`src/rtl/ad7616_spi_responder.sv`:
```
// -----------------------------------------------------------------------------
// ad7616_spi_responder
//
// Synthesizable device model of the AD7616 serial interface, used as the SPI
// responder in the AD7616 SPI engine bench. It answers CNVST with a fixed-width
// BUSY pulse and serves dual-lane conversion words on SDOA/SDOB. It also accepts
// 16-bit command frames that write a small register file or queue a register
// read-back for the next frame. Every pin is sampled in the clk domain, so clk
// must run at least 4x faster than spi_sclk.
//
// Optional feature macro: AD7616_RESP_ERR_EN
//   defined   -> err_ovr port plus its sticky protocol-error logic
//   undefined -> no err_ovr port; all other behaviour is identical
//
// Ports
//   clk       in   1   system clock
//   reset     in   1   synchronous, active-high reset
//   cnvst     in   1   conversion start (asynchronous to clk)
//   busy      out  1   conversion in progress
//   spi_sclk  in   1   serial clock from host, idles low
//   spi_cs    in   1   chip select, active low
//   spi_sdo   in   1   host MOSI (command frames)
//   spi_sdi   out  2   responder MISO, [0] = lane A, [1] = lane B
//   conv_cnt  out 12   number of completed conversions (debug)
//   err_ovr   out  1   sticky protocol error (AD7616_RESP_ERR_EN only)
// -----------------------------------------------------------------------------
module ad7616_spi_responder #(
   parameter int DATA_WIDTH  = 16,
   parameter int BUSY_CYCLES = 40,
   parameter int REG_COUNT   = 8
) (
   input  logic        clk,
   input  logic        reset,
   input  logic        cnvst,
   output logic        busy,
   input  logic        spi_sclk,
   input  logic        spi_cs,
   input  logic        spi_sdo,
   output logic [1:0]  spi_sdi,
   output logic [11:0] conv_cnt
`ifdef AD7616_RESP_ERR_EN
   ,
   output logic        err_ovr
`endif
);

   localparam int CNT_W = $clog2(BUSY_CYCLES);
   localparam int BC_W  = $clog2(DATA_WIDTH + 2);

   localparam logic [BC_W-1:0] BC_FULL = BC_W'(DATA_WIDTH);
   localparam logic [BC_W-1:0] BC_SAT  = BC_W'(DATA_WIDTH + 1);

   localparam logic [0:0] ST_IDLE = 1'b0;
   localparam logic [0:0] ST_CONV = 1'b1;

   // Input synchronizers. Stage [2] is one clk older than [1], and the edge
   // detectors compare those two stages.
   logic [2:0] cnvst_sync_q;
   logic [2:0] sclk_sync_q;
   logic [2:0] cs_sync_q;
   logic [1:0] sdo_sync_q;

   logic cnvst_rise;
   logic sclk_rise;
   logic sclk_fall;
   logic cs_fall;
   logic cs_rise;
   logic cs_active;

   logic [0:0]            state_q,    state_d;
   logic [CNT_W-1:0]      cnt_q,      cnt_d;
   logic [11:0]           conv_cnt_q, conv_cnt_d;
   logic [DATA_WIDTH-1:0] data_a_q,   data_a_d;
   logic [DATA_WIDTH-1:0] data_b_q,   data_b_d;
   logic [DATA_WIDTH-1:0] shift_a_q,  shift_a_d;
   logic [DATA_WIDTH-1:0] shift_b_q,  shift_b_d;
   logic [DATA_WIDTH-1:0] cmd_q,      cmd_d;
   logic [BC_W-1:0]       bit_cnt_q,  bit_cnt_d;
   logic                  rd_pend_q,  rd_pend_d;
   logic [2:0]            rd_addr_q,  rd_addr_d;
   logic [DATA_WIDTH-1:0] regfile_q [REG_COUNT];
   logic [DATA_WIDTH-1:0] regfile_d [REG_COUNT];

   assign cnvst_rise =  cnvst_sync_q[1] & ~cnvst_sync_q[2];
   assign sclk_rise  =  sclk_sync_q[1]  & ~sclk_sync_q[2];
   assign sclk_fall  = ~sclk_sync_q[1]  &  sclk_sync_q[2];
   assign cs_fall    = ~cs_sync_q[1]    &  cs_sync_q[2];
   assign cs_rise    =  cs_sync_q[1]    & ~cs_sync_q[2];
   assign cs_active  = ~cs_sync_q[1];

   // NOTE: every variable gets a default at the top of always_comb, so no path
   // leaves one unassigned and no latch is inferred.
   always_comb begin
      state_d    = state_q;
      cnt_d      = cnt_q;
      conv_cnt_d = conv_cnt_q;
      data_a_d   = data_a_q;
      data_b_d   = data_b_q;
      shift_a_d  = shift_a_q;
      shift_b_d  = shift_b_q;
      cmd_d      = cmd_q;
      bit_cnt_d  = bit_cnt_q;
      rd_pend_d  = rd_pend_q;
      rd_addr_d  = rd_addr_q;
      regfile_d  = regfile_q;

      // Conversion FSM. A cnvst edge seen in CONV is ignored, so a stray pulse
      // can neither restart nor stretch BUSY.
      case (state_q)
         ST_IDLE: begin
            if (cnvst_rise) begin
               state_d = ST_CONV;
               cnt_d   = CNT_W'(BUSY_CYCLES - 1);
            end
         end
         ST_CONV: begin
            if (cnt_q == '0) begin
               data_a_d   = DATA_WIDTH'({4'hA, conv_cnt_q});
               data_b_d   = DATA_WIDTH'({4'hB, conv_cnt_q});
               conv_cnt_d = conv_cnt_q + 12'd1;
               state_d    = ST_IDLE;
            end else begin
               cnt_d = cnt_q - CNT_W'(1);
            end
         end
         default: state_d = ST_IDLE;
      endcase

      // Frame start loads from the registered data words. A conversion that
      // finishes in the same clk updates data_*_d only, so the frame still
      // serves the previous result.
      if (cs_fall) begin
         if (rd_pend_q) begin
            shift_a_d = regfile_q[rd_addr_q];
            shift_b_d = '0;
            rd_pend_d = 1'b0;
         end else begin
            shift_a_d = data_a_q;
            shift_b_d = data_b_q;
         end
         cmd_d     = '0;
         bit_cnt_d = '0;
      end else if (cs_active && sclk_fall) begin
         shift_a_d = {shift_a_q[DATA_WIDTH-2:0], 1'b0};
         shift_b_d = {shift_b_q[DATA_WIDTH-2:0], 1'b0};
      end

      // The command shift builds on the values just cleared by a frame start.
      // An sclk rise in the same clk as the cs fall therefore lands in the new
      // frame.
      if (cs_active && sclk_rise) begin
         cmd_d = {cmd_d[DATA_WIDTH-2:0], sdo_sync_q[1]};
         if (bit_cnt_d != BC_SAT) begin
            bit_cnt_d = bit_cnt_d + BC_W'(1);
         end
      end

      // Frame end. Only an exactly full-length frame is decoded.
      if (cs_rise) begin
         shift_a_d = '0;
         shift_b_d = '0;
         if (bit_cnt_q == BC_FULL) begin
            if (cmd_q[DATA_WIDTH-1]) begin
               regfile_d[cmd_q[11:9]] = DATA_WIDTH'(cmd_q[8:0]);
            end else if (cmd_q != '0) begin
               rd_addr_d = cmd_q[11:9];
               rd_pend_d = 1'b1;
            end
         end
      end
   end

   // NOTE: sequential state is assigned only with non-blocking (<=). Every
   // register then samples its pre-edge value, whatever the statement order.
   always_ff @(posedge clk) begin
      if (reset) begin
         // The cs synchronizer resets to its idle (high) level, so a high cs
         // pin does not look like a frame edge after reset.
         cnvst_sync_q <= '0;
         sclk_sync_q  <= '0;
         cs_sync_q    <= '1;
         sdo_sync_q   <= '0;
         state_q      <= ST_IDLE;
         cnt_q        <= '0;
         conv_cnt_q   <= '0;
         data_a_q     <= '0;
         data_b_q     <= '0;
         shift_a_q    <= '0;
         shift_b_q    <= '0;
         cmd_q        <= '0;
         bit_cnt_q    <= '0;
         rd_pend_q    <= 1'b0;
         rd_addr_q    <= '0;
         // NOTE: the register file is small and has a defined reset value, so
         // it is cleared here. A large RAM would normally be left unreset.
         regfile_q    <= '{default: '0};
      end else begin
         cnvst_sync_q <= {cnvst_sync_q[1:0], cnvst};
         sclk_sync_q  <= {sclk_sync_q[1:0], spi_sclk};
         cs_sync_q    <= {cs_sync_q[1:0], spi_cs};
         sdo_sync_q   <= {sdo_sync_q[0], spi_sdo};
         state_q      <= state_d;
         cnt_q        <= cnt_d;
         conv_cnt_q   <= conv_cnt_d;
         data_a_q     <= data_a_d;
         data_b_q     <= data_b_d;
         shift_a_q    <= shift_a_d;
         shift_b_q    <= shift_b_d;
         cmd_q        <= cmd_d;
         bit_cnt_q    <= bit_cnt_d;
         rd_pend_q    <= rd_pend_d;
         rd_addr_q    <= rd_addr_d;
         regfile_q    <= regfile_d;
      end
   end

   assign busy     = (state_q == ST_CONV);
   assign conv_cnt = conv_cnt_q;
   // The shift registers are zero outside a frame, so MISO idles at 0.
   assign spi_sdi  = {shift_b_q[DATA_WIDTH-1], shift_a_q[DATA_WIDTH-1]};

`ifdef AD7616_RESP_ERR_EN
   // Sticky error: a cnvst edge during BUSY, or a frame that ends partway
   // through a word. Only reset clears it.
   logic err_q;

   always_ff @(posedge clk) begin
      if (reset) begin
         err_q <= 1'b0;
      end else if ((cnvst_rise && (state_q == ST_CONV)) ||
                   (cs_rise && (bit_cnt_q != '0) && (bit_cnt_q != BC_FULL))) begin
         err_q <= 1'b1;
      end
   end

   assign err_ovr = err_q;
`endif

endmodule

```
`config.mk`:
```
export PLATFORM = sky130hd
export DESIGN_NAME = ad7616_spi_responder
export DESIGN_NICKNAME = d
export VERILOG_FILES = /design/src/rtl/ad7616_spi_responder.sv
export SDC_FILE = /design/constraint.sdc
export NUM_CORES = 1
export LEC_CHECK = 0
export CELL_PAD_IN_SITES_DETAIL_PLACEMENT = 1
export CELL_PAD_IN_SITES_GLOBAL_PLACEMENT = 1
export CORE_MARGIN = 1
export CORE_UTILIZATION = 45
export DETAILED_ROUTE_END_ITERATION = 6
export PLACE_DENSITY_LB_ADDON = 0.1
export SLEW_MARGIN = 20
export SYNTH_ARGS = -nofsm -noshare
export SYNTH_HDL_FRONTEND = slang
export SYNTH_SLANG_ARGS = --single-unit
```
`constraint.sdc`:
```
create_clock -name clk -period 4.9 [get_ports clk]
set_input_delay 0.98 -clock clk [delete_from_list [all_inputs] [get_ports clk]]
set_output_delay 0.98 -clock clk [all_outputs]
set_load 0.01 [all_outputs]
```
==> run summary, run 1 <==
status = finished clean
GPL Wtd Cong = 0.753
Yosys cell types = 46
required time of the critical path = 5.19 ns
I/O pin total = 21
ant diodes = 0
VDD IR-drop max = 0.000241 V
Simple-Gate Fraction of Synth Area = 19.8%
static leakage = 0.00301 uW
Combinational Power Share = 3.5%
gr usage total = 22.8%
port bufs = 20
Post-Syn Area = 7320 um^2
Area Overhead vs Synth = 12.5%
Detailed Route Iter0 Violations = 278
number of routed nets with antenna violations = 0
RSZ-0062 raised after global routing = false
crit-path max FO = 20
clock-pin slew of the registers on the worst-case setup and hold paths = 0.06 ns
Post-Place Cells = 990
commonest non-fill, non-tap cell in the layout = dfxtp_1
Final Max Slew Viols = 0
CTS max path bufs = 2
max-cap violations = 0
initial antenna violation count = 0
Period minus WS final = 2.74 ns
delay of the slowest critical-path stage = 0.71 ns
Vias = 5653
CTS buffer count = 17
CTS H-Tree Depth = 4
post-route setup slack = 2.16 ns
Die Y = 130 um
final cell count without fillers = 1022
Yosys reg bits = 172
Compound-Gate Fraction of Synth Area = 10.8%
Hold Violations, Final = 0
HP Class = flop to flop
share of post-route cells with drive strength above 1 = 7.07%
dominant cell type by area after synthesis = dfxtp_1
Slowest-stage cell, CP = nand2b_1
endpoint type of the worst setup path = flop
internal power = 2270 uW
Worst Path Buf+Inv = 0
mux contribution to synthesized area = 16.7%
Finish-stage setup viols = 0
clk sinks = 172
cell count after synthesis = 810
final core occ = 51.8%
Post-Synth XOR/XNOR Area = 0.958%
Least-Margin Pin Slew = 0.932 ns
Post-Route Skew = 0.0112 ns
commonest non-fill, non-tap cells in the layout = 171 x dfxtp_1, 124 x nor2_1, 122 x mux2i_1
syn nets = 820
Worst Setup Start Kind = flop
Post-CTS Setup Inserts = 0
clock share of power = 47.3%
PwrDens = 353 nW/um^2
# DRC = 0
TritonRoute pass-1 iters = 4
Switching Power = 638 uW
period utilization = 56.0%
CP Class = flop to flop
crit path cell chain = nand2b_1 -> and2_1 -> ha_1 -> nor4bb_1 -> a211oi_1 -> a31oi_1 -> nor2_1
Post-Route WL = 18200 um
Post-CTS Resized = 0
Flop pwr share = 49.2%
number of synthesis warnings = 0
DR WL/cell = 17.8 um
Setup Total Neg Slack = 0 ns
largest cells by area after synthesis = dfxtp_1 47%, mux2i_1 17%, nor2_1 6.4%
asr flop ratio synth = 0%
wire length of the first global-routing pass = 29300 um
Post-synth EDFFs = 0
Top FF cell, synth = dfxtp_1
cts hold-fix bufs = 0
Top delay family on crit path = simple AND/OR/NAND/NOR gates
worst-skew pair later-pin latency = 0.43 ns
Place WS = 2.02 ns
Die ar. = 16800 um^2
largest net degree at the start of global routing = 95
clock root buffer = clkbuf_16
vias per cell = 5.53
Std-Cell Rows = 46
Sw Ratio = 22.0%
DP HPWL = 12200 um
Synth Area in Adders = 0.684%
top-area cell type share of the netlist area = 47.1%
CTS tree = built
largest family of logic cells by synthesized area = simple AND/OR/NAND/NOR gates
Die W = 130 um
worst endpoint data arrival time = 3.04 ns
synthesized area per cell = 9.03 um^2
Layout Nets = 803
Highest Clock Rate = 365 MHz
vias in the first global route = 5744
gr ovfl total = 0
register area share after synthesis = 47.1%
Core Area = 15900 um^2
slew margin rel. = 37.8%
Initial Util = 46.1%
power by group through the flow:
stage,clock network [uW],logic (uW),registers (uW)
2_1_floorplan,0,77.7,1460
3_3_place_gp,0,97.1,1460
3_5_place_dp,0,101,1460
4_1_cts,1410,102,1430
5_1_grt,1460,112,1430
6_report,1380,101,1430
synthesized netlist by cell type (all sizes together) (3+ instances only):
cell type and instances:
a211oi 5, a21o 4, a21oi 56, a22oi 21, a31oi 9, and2 4
and4 3, buf 17, clkbuf 48, dfxtp 172, ha 4, inv 7
mux2i 122, nand2 69, nand2b 11, nand3 17, nand4 4, nor2 125
nor2b 22, nor3 4, nor3b 3, nor4 10, o21ai 18, o221ai 11
or2 5, or3 6, or3b 4, or4 5, or4b 3, xnor2 4
xor2 4
path summary, 6_finish.rpt:
path / cells past startpoint / to / start / slack [ns]
setup / recovery: 7 / bit_cnt_q[1] / cs_sync_q[1] / 2.16
hold / removal: 1 / cs_sync_q[1] / cs_sync_q[0] / 0.42
setup reg to reg: 7 / bit_cnt_q[1] / cs_sync_q[1] / 2.16
hold reg to reg: 1 / cs_sync_q[1] / cs_sync_q[0] / 0.42
kinds of logic after synthesis:
logic type               after synthesis
AND/OR/NAND/NOR                      303
flip-flops                           172
AO/OA/AOI/OAI                        129
multiplexers                         122
buffers and inverters                 72
XOR/XNOR                               8
adder cells (fa/ha/maj)                4
final cells by class:
type                       count  area (um^2)
sequential                   172         3440
timing repair buffer          29          265
clock buffer                  22          454
multi-input combinational    566         3630
clock inverter                10          141
tap                          216          270
inverter                       7         26.3
fill                        1827         7660
layer usage:
layer	up-vias	wire length [um]	global-route usage [%]	share of wire (%)
met4	0	350	8.76	1.9
li1	2770	-	-	-
met1	2801	8770	29.9	48
met2	60	8540	37.2	47
met5	-	0	0	0
met3	22	500	4.21	2.8
through the flow:
stage,cell area (um^2),hold slack (ns),power (uW)
3_3_place_gp,7620,0.403,1560
2_1_floorplan,7320,0.389,1540
4_1_cts,8230,0.432,2940
5_1_grt,8230,0.440,3010
6_report,8230,0.424,2910
3_5_place_dp,7630,0.422,1560
flip-flops by register name, indices dropped and copies added (netlist names):
signal        count
regfile_q        72
conv_cnt         12
cnt_q             6
sclk_sync_q       3
data_a_q         13
sdo_sync_q        2
cmd_q            16
cs_sync_q         3
busy              1
shift_b_q        16
rd_pend_q         1
rd_addr_q         3
cnvst_sync_q      3
shift_a_q        16
bit_cnt_q         5
Power figures use the tool's default switching activity.
==> run 2: changes to the inputs <==
clock period = 2.8 ns   (was 4.9 ns; I/O delays follow)
==> run summary, run 2 (synthesized netlist as in run 1, its figures left out) <==
CTS H-Tree Depth = 4 (unchanged)
vias in the first global route = 5915 (+3.0%)
R2R cell count = 4 (-3)
CTS max path bufs = 2 (unchanged)
Layout Nets = 816 (+1.6%)
Hold Violations, Final = 0 (unchanged)
Worst Setup Start Kind = flop
I/O pin total = 21 (unchanged)
Hold Crit Start = cs_sync_q[0]
reg-to-reg endpoint = regfile_q[101]
HP Class = flop to flop
gr usage total = 24.7% (+1.9 points)
commonest non-fill, non-tap cells in the layout = 172 x dfxtp_1, 125 x nor2_1, 122 x mux2i_1
Fin Hold WS = 0.423 ns (-0.000691 ns)
RR Startpoint = bit_cnt_q[1]
share of post-route cells with drive strength above 1 = 8.67% (+1.6 points)
Least-Margin Pin Slew = 0.753 ns (-0.179 ns)
Slowest-stage cell, CP = or4_1
number of routed nets with antenna violations = 0 (unchanged)
Post-CTS Setup Inserts = 0 (unchanged)
status = finished clean
cts hold-fix bufs = 0 (unchanged)
RSZ-0062 raised after global routing = false
vias per cell = 5.55 (+0.35%)
clk sinks = 172 (unchanged)
Post-Route Skew = 0.00819 ns (-0.00299 ns)
Core Area = 15900 um^2 (unchanged)
Place WS = 0.389 ns (-1.63 ns)
worst-skew pair later-pin latency = 0.43 ns (about the same)
static leakage = 0.00308 uW (+2.5%)
max reg flops = 72 (unchanged)
largest net degree at the start of global routing = 96 (+1.1%)
period utilization = 85.7% (+30 points)
worst endpoint data arrival time = 2.70 ns (-0.34 ns)
area post-placement = 7730 um^2 (+1.3%)
Post-CTS Resized = 0 (unchanged)
Vias = 5745 (+1.6%)
crit path cell chain = or4b_1 -> or4_1 -> mux2i_1 -> nor2_1
DP HPWL = 12400 um (+1.7%)
Highest Clock Rate = 417 MHz (+14%)
Std-Cell Rows = 46 (unchanged)
largest reg by FF count = regfile_q
TritonRoute pass-1 iters = 4 (unchanged)
Die W = 130 um (unchanged)
Detailed Route Iter0 Violations = 335 (+21%)
initial antenna violation count = 0 (unchanged)
CP Class = flop to flop
final instance area = 8350 um^2 (+1.5%)
Area Overhead vs Synth = 14.1%
Hold EP = cs_sync_q[1]
Period minus WS final = 2.40 ns (-0.342 ns)
required time of the critical path = 3.10 ns (-2.09 ns)
GPL Wtd Cong = 0.810 (+7.6%)
slew margin rel. = 49.7% (+12 points)
commonest non-fill, non-tap cell in the layout = dfxtp_1
Finish-stage setup viols = 0 (unchanged)
PwrDens = 617 nW/um^2 (+75%)
# DRC = 0 (unchanged)
R2R Setup Slk = 0.40 ns (-1.76 ns)
endpoint type of the worst setup path = flop
# fillers = 1822 (-0.27%)
post-route setup slack = 0.399 ns (-1.76 ns)
WP depth = 4 (-3)
Setup Total Neg Slack = 0 ns (unchanged)
CTS buffer count = 17 (unchanged)
Initial Util = 46.1% (unchanged)
port bufs = 20 (unchanged)
gr ovfl total = 0 (unchanged)
delay of the slowest critical-path stage = 0.84 ns (+0.13 ns)
CTS tree = built
crit-path max FO = 9 (-55%)
Die ar. = 16800 um^2 (unchanged)
Worst Path Buf+Inv = 0 (unchanged)
max-cap violations = 0 (unchanged)
DR WL/cell = 18.6 um (+4.9%)
Post-Route WL = 19300 um (+6.2%)
VDD IR-drop max = 0.000449 V (+86%)
ant diodes = 0 (unchanged)
clock-pin slew of the registers on the worst-case setup and hold paths = 0.06 ns (about the same)
wire length of the first global-routing pass = 31400 um (+7.2%)
WHS Path Cells = 1 (unchanged)
Top delay family on crit path = simple AND/OR/NAND/NOR gates
Final Max Slew Viols = 0 (unchanged)
clock root buffer = clkbuf_16
Die Y = 130 um (unchanged)
-- run 2: cell types whose count changed in the layout (fill, tap and decap cells not counted), moves of 2 or more --
cell | previous run | this run
clkbuf_1 | 4 | 1
clkinv_2 | 2 | 0
clkbuf_8 | 1 | 6
clkinvlp_4 | 2 | 5
clkinv_4 | 3 | 1
buf_4 | 10 | 22
-- run 2: worst max-delay path by stage --
stage | from | end | slack, ns
after floorplan | cs_sync_q[2] | bit_cnt_q[0] | 0.64
after global placement | bit_cnt_q[1] | regfile_q[104] | 0.48
after detailed placement | bit_cnt_q[1] | regfile_q[39] | 0.39
after CTS | bit_cnt_q[0] | regfile_q[101] | 0.38
after global routing | cs_sync_q[1] | bit_cnt_q[0] | 0.26
final | bit_cnt_q[1] | regfile_q[101] | 0.40
-- run 2: power breakdown --
part / internal [uW] / switching (uW)
registers: 2480 / 22.7
logic: 70.3 / 121
clock network: 1460 / 999
-- run 2: metal layers --
metal,vias to the layer above,GRT usage (%),part of all wire [%]
met5,-,0,0
met4,0,6.98,1.2
met3,13,5.28,2.7
met2,58,41.5,49
met1,2879,31.9,47
li1,2795,-,-
-- run 2: through the flow --
stage,power (uW),cells,utilization (%)
after floorplan,2690,810,-
final,5150,1035,52.6
after CTS,5200,1035,52.6
after detailed placement,2750,1003,48.7
after global placement,2740,1003,48.7
after global routing,5320,1035,52.6
-- run 2: layout make-up --
class / instances / area (um^2) / share of cell area, %
tap: 216 / 270 / 3.24
clock buffer: 24 / 512 / 6.13
timing repair buffer: 42 / 375 / 4.50
clock inverter: 8 / 106 / 1.27
inverter: 7 / 26.3 / 0.315
sequential: 172 / 3440 / 41.2
multi-input combinational: 566 / 3620 / 43.3
-- run 2: worst register-to-register path, delay by kind of cell, from the launching register on --
family	cells	cell delay [ns]
flops	1	0.35
mux	1	0.29
simple gates	3	1.65
==> run 3: changes to the inputs <==
CTS_CLUSTER_DIAMETER = 80   (was unset)
TNS_END_PERCENT = 30   (was unset)
==> results of run 3 <==
Same layout as run 2: the final DEF is identical, and so are final timing and power.
